File: config.mk
export PLATFORM = sky130hd
export DESIGN_NAME = barrel_shifter_pipe
export DESIGN_NICKNAME = d
export VERILOG_FILES = /design/src/rtl/barrel_shift_pkg.sv /design/src/rtl/barrel_shift_stage.sv /design/src/rtl/barrel_shifter_pipe.sv
export SDC_FILE = /design/constraint.sdc
export NUM_CORES = 1
export LEC_CHECK = 0
export ABC_CLOCK_PERIOD_IN_PS = 1700
export BUFFER_PORTS_ARGS = -buffer_cell sky130_fd_sc_hd__buf_4
export CORE_MARGIN = 8
export CORE_UTILIZATION = 56
export CTS_BUF_LIST = sky130_fd_sc_hd__clkbuf_8
export CTS_CLUSTER_DIAMETER = 40
export CTS_CLUSTER_SIZE = 28
export DETAILED_ROUTE_END_ITERATION = 7
export GPL_TIMING_DRIVEN = 0
export HOLD_SLACK_MARGIN = 0.03
export PLACE_DENSITY = 0.74
export SLEW_MARGIN = 0
export SYNTH_ARGS = -nofsm -noshare
export SYNTH_HDL_FRONTEND = slang
export SYNTH_SLANG_ARGS = --single-unit
File: constraint.sdc
create_clock -name clk -period 1.7 [get_ports clk]
set_input_delay 0 -clock clk [delete_from_list [all_inputs] [get_ports clk]]
set_output_delay 0 -clock clk [all_outputs]
set_load 0.01 [all_outputs]
File: src/rtl/barrel_shift_pkg.sv
`default_nettype none
// ============================================================================
//  Module      : barrel_shift_pkg
//  Description : Shared types and helpers for the pipelined barrel shifter:
//                direction and mode encodings, power-of-two check.
//  Revision    : 1.0 - initial release
// ============================================================================
package barrel_shift_pkg;

    // Direction applies to every mode, not only rotation
    typedef enum logic {
        ROTATE_LEFT  = 1'b0,
        ROTATE_RIGHT = 1'b1
    } dir_t;

    // Encoding 2'b11 is reserved and decodes as a logical shift
    typedef enum logic [1:0] {
        MODE_ROTATE  = 2'd0,
        MODE_LOGICAL = 2'd1,
        MODE_ARITH   = 2'd2
    } shift_mode_t;

    // True when value is a non-zero power of two
    function automatic bit is_pow2(input int unsigned value);
        return (value != 0) && ((value & (value - 1)) == 0);
    endfunction

endpackage
`default_nettype wire

File: src/rtl/barrel_shift_stage.sv
`default_nettype none
// ============================================================================
//  Module      : barrel_shift_stage
//  Description : One elastic pipeline stage of the barrel shifter. Shifts or
//                rotates the incoming beat by 2^K when amt[K] is set, and
//                registers the result with the beat's control fields.
//                Optional flags (zero / spilled bits) are built when
//                BARREL_SHIFT_FLAGS_EN is defined.
//  Revision    : 1.0 - initial release
// ============================================================================
module barrel_shift_stage
    import barrel_shift_pkg::*;
#(
    parameter  int WIDTH  = 8,
    parameter  int K      = 0,
    localparam int NSTAGE = $clog2(WIDTH)
) (
    input  logic              clk,
    input  logic              rst,
    input  logic              i_valid,
    input  logic [WIDTH-1:0]  i_data,
    input  logic [NSTAGE-1:0] i_amt,
    input  logic              i_dir,
    input  logic [1:0]        i_mode,
`ifdef BARREL_SHIFT_FLAGS_EN
    input  logic              i_spill,
    output logic              o_spill,
    output logic              o_zero,
`endif
    input  logic              i_ready,
    output logic              o_valid,
    output logic [WIDTH-1:0]  o_data,
    output logic [NSTAGE-1:0] o_amt,
    output logic              o_dir,
    output logic [1:0]        o_mode
);

    localparam int c_shift = 2 ** K;

    logic              r_valid;
    logic [WIDTH-1:0]  r_data;
    logic [NSTAGE-1:0] r_amt;
    logic              r_dir;
    logic [1:0]        r_mode;

    logic              w_load;
    logic              w_is_rot;
    logic              w_fill;
    logic [WIDTH-1:0]  w_rotl;
    logic [WIDTH-1:0]  w_rotr;
    logic [WIDTH-1:0]  w_shl;
    logic [WIDTH-1:0]  w_shr;
    logic [WIDTH-1:0]  w_next;

    // Stage takes a new beat when empty or when its current beat moves on
    assign w_load = !r_valid || i_ready;

    // Shift network for this stage; right shifts fill with the sign only in arith mode
    always_comb begin
        w_is_rot = (i_mode == MODE_ROTATE);
        w_fill   = (i_mode == MODE_ARITH) && i_data[WIDTH-1];
        w_rotl   = {i_data[WIDTH-c_shift-1:0], i_data[WIDTH-1:WIDTH-c_shift]};
        w_rotr   = {i_data[c_shift-1:0], i_data[WIDTH-1:c_shift]};
        w_shl    = {i_data[WIDTH-c_shift-1:0], {c_shift{1'b0}}};
        w_shr    = {{c_shift{w_fill}}, i_data[WIDTH-1:c_shift]};
        w_next   = i_data;
        if (i_amt[K]) begin
            if (i_dir == ROTATE_RIGHT) begin
                w_next = w_is_rot ? w_rotr : w_shr;
            end else begin
                w_next = w_is_rot ? w_rotl : w_shl;
            end
        end
    end

    // Stage register; data fields only update when a real beat arrives
    always_ff @(posedge clk) begin
        if (rst) begin
            r_valid <= 1'b0;
            r_data  <= '0;
            r_amt   <= '0;
            r_dir   <= 1'b0;
            r_mode  <= '0;
        end else if (w_load) begin
            r_valid <= i_valid;
            if (i_valid) begin
                r_data <= w_next;
                r_amt  <= i_amt;
                r_dir  <= i_dir;
                r_mode <= i_mode;
            end
        end
    end

`ifdef BARREL_SHIFT_FLAGS_EN
    logic r_spill;
    logic r_zero;
    logic w_spill_next;

    // Accumulate any bit pushed off the end by a non-rotating shift
    always_comb begin
        w_spill_next = i_spill;
        if (i_amt[K] && !w_is_rot) begin
            if (i_dir == ROTATE_RIGHT) begin
                w_spill_next = i_spill | (|i_data[c_shift-1:0]);
            end else begin
                w_spill_next = i_spill | (|i_data[WIDTH-1:WIDTH-c_shift]);
            end
        end
    end

    // Flag registers travel in lock-step with the data register
    always_ff @(posedge clk) begin
        if (rst) begin
            r_spill <= 1'b0;
            r_zero  <= 1'b0;
        end else if (w_load && i_valid) begin
            r_spill <= w_spill_next;
            r_zero  <= (w_next == '0);
        end
    end

    assign o_spill = r_spill;
    assign o_zero  = r_zero;
`endif

    assign o_valid = r_valid;
    assign o_data  = r_data;
    assign o_amt   = r_amt;
    assign o_dir   = r_dir;
    assign o_mode  = r_mode;

endmodule
`default_nettype wire

File: src/rtl/barrel_shifter_pipe.sv
`default_nettype none
// ============================================================================
//  Module      : barrel_shifter_pipe
//  Description : Pipelined barrel shifter (rotate / logical / arithmetic, both
//                directions) with one registered stage per amount bit and a
//                valid/ready handshake on each side. Define
//                BARREL_SHIFT_FLAGS_EN to add out_zero and out_spill.
//  Revision    : 1.0 - initial release
// ============================================================================
module barrel_shifter_pipe
    import barrel_shift_pkg::*;
#(
    parameter  int WIDTH  = 8,
    localparam int NSTAGE = $clog2(WIDTH)
) (
    input  logic              clk,
    input  logic              reset,
    input  logic              in_valid,
    output logic              in_ready,
    input  logic [WIDTH-1:0]  in_data,
    input  logic [NSTAGE-1:0] in_amt,
    input  logic              in_dir_lr,
    input  logic [1:0]        in_mode,
    output logic              out_valid,
    input  logic              out_ready,
`ifdef BARREL_SHIFT_FLAGS_EN
    output logic              out_zero,
    output logic              out_spill,
`endif
    output logic [WIDTH-1:0]  out_data
);

    if (WIDTH < 2 || !is_pow2(WIDTH)) begin : g_width_check
        $error("barrel_shifter_pipe: WIDTH must be a power of two >= 2");
    end

    // Index 0 is the input port side; index k+1 is the output of stage k
    logic [NSTAGE:0]              w_valid;
    logic [NSTAGE:0]              w_rdy;
    logic [NSTAGE:0]              w_dir;
    logic [NSTAGE:0][WIDTH-1:0]   w_data;
    logic [NSTAGE:0][NSTAGE-1:0]  w_amt;
    logic [NSTAGE:0][1:0]         w_mode;
    logic                         w_tail_full;
    logic                         w_unused_ctrl;

    assign w_valid[0] = in_valid;
    assign w_data[0]  = in_data;
    assign w_amt[0]   = in_amt;
    assign w_dir[0]   = in_dir_lr;
    assign w_mode[0]  = in_mode;

    // A stage may load when out_ready is high or some stage from it to the
    // end is empty; written flat so readiness never loops through itself
    always_comb begin
        w_tail_full    = 1'b1;
        w_rdy          = '0;
        w_rdy[NSTAGE]  = out_ready;
        for (int k = NSTAGE - 1; k >= 0; k--) begin
            w_tail_full = w_tail_full & w_valid[k+1];
            w_rdy[k]    = out_ready | ~w_tail_full;
        end
    end

`ifdef BARREL_SHIFT_FLAGS_EN
    logic [NSTAGE:0] w_spill;
    logic [NSTAGE:1] w_zero;
    logic            w_unused_zero;

    assign w_spill[0]    = 1'b0;
    assign out_spill     = w_spill[NSTAGE];
    assign out_zero      = w_zero[NSTAGE];
    assign w_unused_zero = ^w_zero;
`endif

    for (genvar k = 0; k < NSTAGE; k++) begin : g_stage
        barrel_shift_stage #(
            .WIDTH (WIDTH),
            .K     (k)
        ) u_stage (
            .clk     (clk),
            .rst     (reset),
            .i_valid (w_valid[k]),
            .i_data  (w_data[k]),
            .i_amt   (w_amt[k]),
            .i_dir   (w_dir[k]),
            .i_mode  (w_mode[k]),
`ifdef BARREL_SHIFT_FLAGS_EN
            .i_spill (w_spill[k]),
            .o_spill (w_spill[k+1]),
            .o_zero  (w_zero[k+1]),
`endif
            .i_ready (w_rdy[k+1]),
            .o_valid (w_valid[k+1]),
            .o_data  (w_data[k+1]),
            .o_amt   (w_amt[k+1]),
            .o_dir   (w_dir[k+1]),
            .o_mode  (w_mode[k+1])
        );
    end

    // Control fields leaving the last stage have no consumer
    assign w_unused_ctrl = ^{w_amt[NSTAGE], w_dir[NSTAGE], w_mode[NSTAGE]};

    assign in_ready  = w_rdy[0];
    assign out_valid = w_valid[NSTAGE];
    assign out_data  = w_data[NSTAGE];

endmodule
`default_nettype wire
==> qor.yml <==
layout:
  n_fill_cell: 288
  layout-drive-gt1-share: 0.181
  mostFrequentLayoutCells: "dfxtp_1, a21oi_1, buf_4, o21ai_0, nor2_1"
  antenna_cells: 0
  area_delta_synth_final_pct: 21.4
  final_common_cell: "dfxtp_1"
  nets: 287
placed_design:
  place_ws_ps: 229
  port_buffers: 25
  hpwlAfterDp_mm: 3.71
  gp_routability_congestion: 0.842
floorplanning:
  initial_core_util: 0.580
  dieHeight_um: 74.8
  ios: 28
  dieArea_um2: 5590
  die_x_um: 74.8
  fp-row-count: 21
  core_um2: 3340
sta:
  fin_crit_ps: 1600
  setup_viol: 0
  tns_ps: 0
  slew_headroom: 0.652
  fin_skew_ps: 11.1
  hold_slack_ps: 64.5
  rsz0062_at_grt: "no"
  hold_viol_final: 0
  max_freq_ghz: 0.625
  layout_setup_ws_ps: 101
  tightest_slew_ps: 521
  fin_crit_sh: 0.941
  final_max_slew_viol_count: 0
pwr:
  netSwitchingPower_mw: 0.486
  pwr-share-comb: 0.147
  p_sw_frac: 0.266
  p_int_mw: 1.34
  ir_drop_mv: 0.700
  leakage_nw: 0.903
  clock_power_share: 0.345
  p_per_area_nw_per_um2: 776
  seqPwrFrac: 0.508
setup_path:
  startpoint_type: "register"
  critical_path.max_fanout: 8
  required_ps: 1920
  crit_arrival_ps: 1820
  endpoint_kind: "register"
  reg2reg_slack_ps: 100
  crit_type: "register to register"
cts:
  clkTransAtPathRegs_ps: 80
  cts-root-buf: "clkbuf_8"
  clock-sinks: 36
  clk_path_buf_depth: 2
  cts_buffers: 5
  cts_tree: "done"
  ctsHtreeMaxLevel: 2
  clock_latency_ps: 290
global_route:
  grt_remaining_overflow: 0
  grt_pass1_vias: 1795
  grt_pass1_wl_mm: 8.66
  antenna_found_initial: 0
  track_usage: 0.200
  grt_max_degree: 12
logic_synthesis:
  yosys-top-cells-area: "dfxtp_1, a21oi_1, a2111o_1"
  async_reset_ff_frac: 0
  synthDistinctLibCells: 35
  yosysSeqAreaShare: 0.372
  yosysTopAreaCellShare: 0.372
  syn_inst: 230
  avgSynthCellArea_um2: 8.42
  syn-num-nets: 248
  synth_seq_cells: 36
  ys_warn_count: 0
  synth_edf_count: 0
  synthFlopType: "dfxtp_1"
  yosysTopAreaCell: "dfxtp_1"
  mappedNetlistArea_um2: 1940
routing:
  post-route-drc-count: 0
  ant_nets: 0
  drt-initial-drc-count: 240
  first_pass_iters: 5
  vias: 1944
  wl_per_cell_um: 16.1
  vias_per_cell: 6.15
  wl_mm: 5.08
flow_run:
  maxCapViolCount: 0
status:
  status: "complete, no violations"
min_path:
  hold_path.class: "primary input to register"
-- per-layer routing --
layer	track usage	share of wire
met4	0.0652	0.012
met5	0	0
met1	0.275	0.45
met3	0.0439	0.095
met2	0.300	0.44
-- worst max-delay path, stage by stage (launching register included) --
cell and delay [ps]:
dfxtp_2 340, and4b_1 210, buf_6 130, inv_6 70, nand3_1 70, dlygate4sd3_1 570
a21oi_1 140
-- sequential cells by signal, summed over array words and instances, names as in the netlist --
| signal | cells |
|---|---|
| g_stage.u_stage.o_amt | 3 |
| g_stage.u_stage.o_data | 24 |
| g_stage.u_stage.o_dir | 2 |
| g_stage.u_stage.o_mode | 4 |
| g_stage.u_stage.o_valid | 3 |
-- Yosys cell counts, types with 3 or more instances --
cell	n
nand2_1	10
and3b_1	5
nor4_1	3
nor2_1	17
clkbuf_1	11
buf_2	5
mux2i_1	10
a32o_2	3
o21ai_0	21
dfxtp_1	36
a21oi_1	30
nor3b_1	3
or4b_1	3
o2111ai_1	3
inv_1	10
o32ai_1	3
a311oi_1	10
nor2b_1	3
a2111o_1	10
nand3_1	14
-- power by group through the flow --
stage                     logic (mW)  registers [mW]  clock network (mW)
after CTS                      0.267           0.923               0.629
after global routing           0.297           0.933               0.671
after detailed placement       0.254           0.943                   0
after global placement         0.252           0.942                   0
final                          0.269           0.926               0.629
after floorplan                0.166           0.933                   0
-- per-stage QoR --
step / cell area (um2) / util / total power [mW] / std cells
after floorplan: 1940 / - / 1.10 / 230
after global placement: 2180 / 0.654 / 1.19 / 301
after detailed placement: 2180 / 0.654 / 1.20 / 301
after CTS: 2340 / 0.703 / 1.82 / 316
after global routing: 2350 / 0.704 / 1.90 / 316
final: 2350 / 0.704 / 1.82 / 316
-- final timing paths --
check,endpoint,from,cells past startpoint
min reg2reg,g_stage[2].u_stage.o_data[6],g_stage[2].u_stage.o_data[6],2
min,g_stage[0].u_stage.o_data[0],in_data[0],4
max reg2reg,g_stage[0].u_stage.o_mode[0],g_stage[2].u_stage.o_valid,6
max,g_stage[0].u_stage.o_mode[0],g_stage[2].u_stage.o_valid,6
-- timing repair --
action,4_1_cts,5_1_grt
endpoints found under the setup margin,0,5
gates resized for setup,0,1
endpoints found under the hold margin,5,0
hold buffers,7,0
setup buffers,0,1
-- cell families (layout without fill, tap and decap cells) --
logic type,Yosys count,after routing,share of synthesized area
AO/OA/AOI/OAI,86,86,0.306
buffers and inverters,32,72,0.0763
flip-flops,36,36,0.372
multiplexers,12,12,0.0633
AND/OR/NAND/NOR,64,64,0.182
-- cell type report --
cell class                      count  area (um2)  area share
Multi-Input combinational cell    162        1070       0.454
Tap cell                           46        57.6      0.0245
Inverter                           11        46.3      0.0197
Buffer                             20        97.6      0.0415
Timing Repair Buffer               33         265       0.113
Clock buffer                        6        82.6      0.0351
Clock inverter                      2        11.3     0.00479
Sequential cell                    36         722       0.307
(Power assumes the default switching activity.)
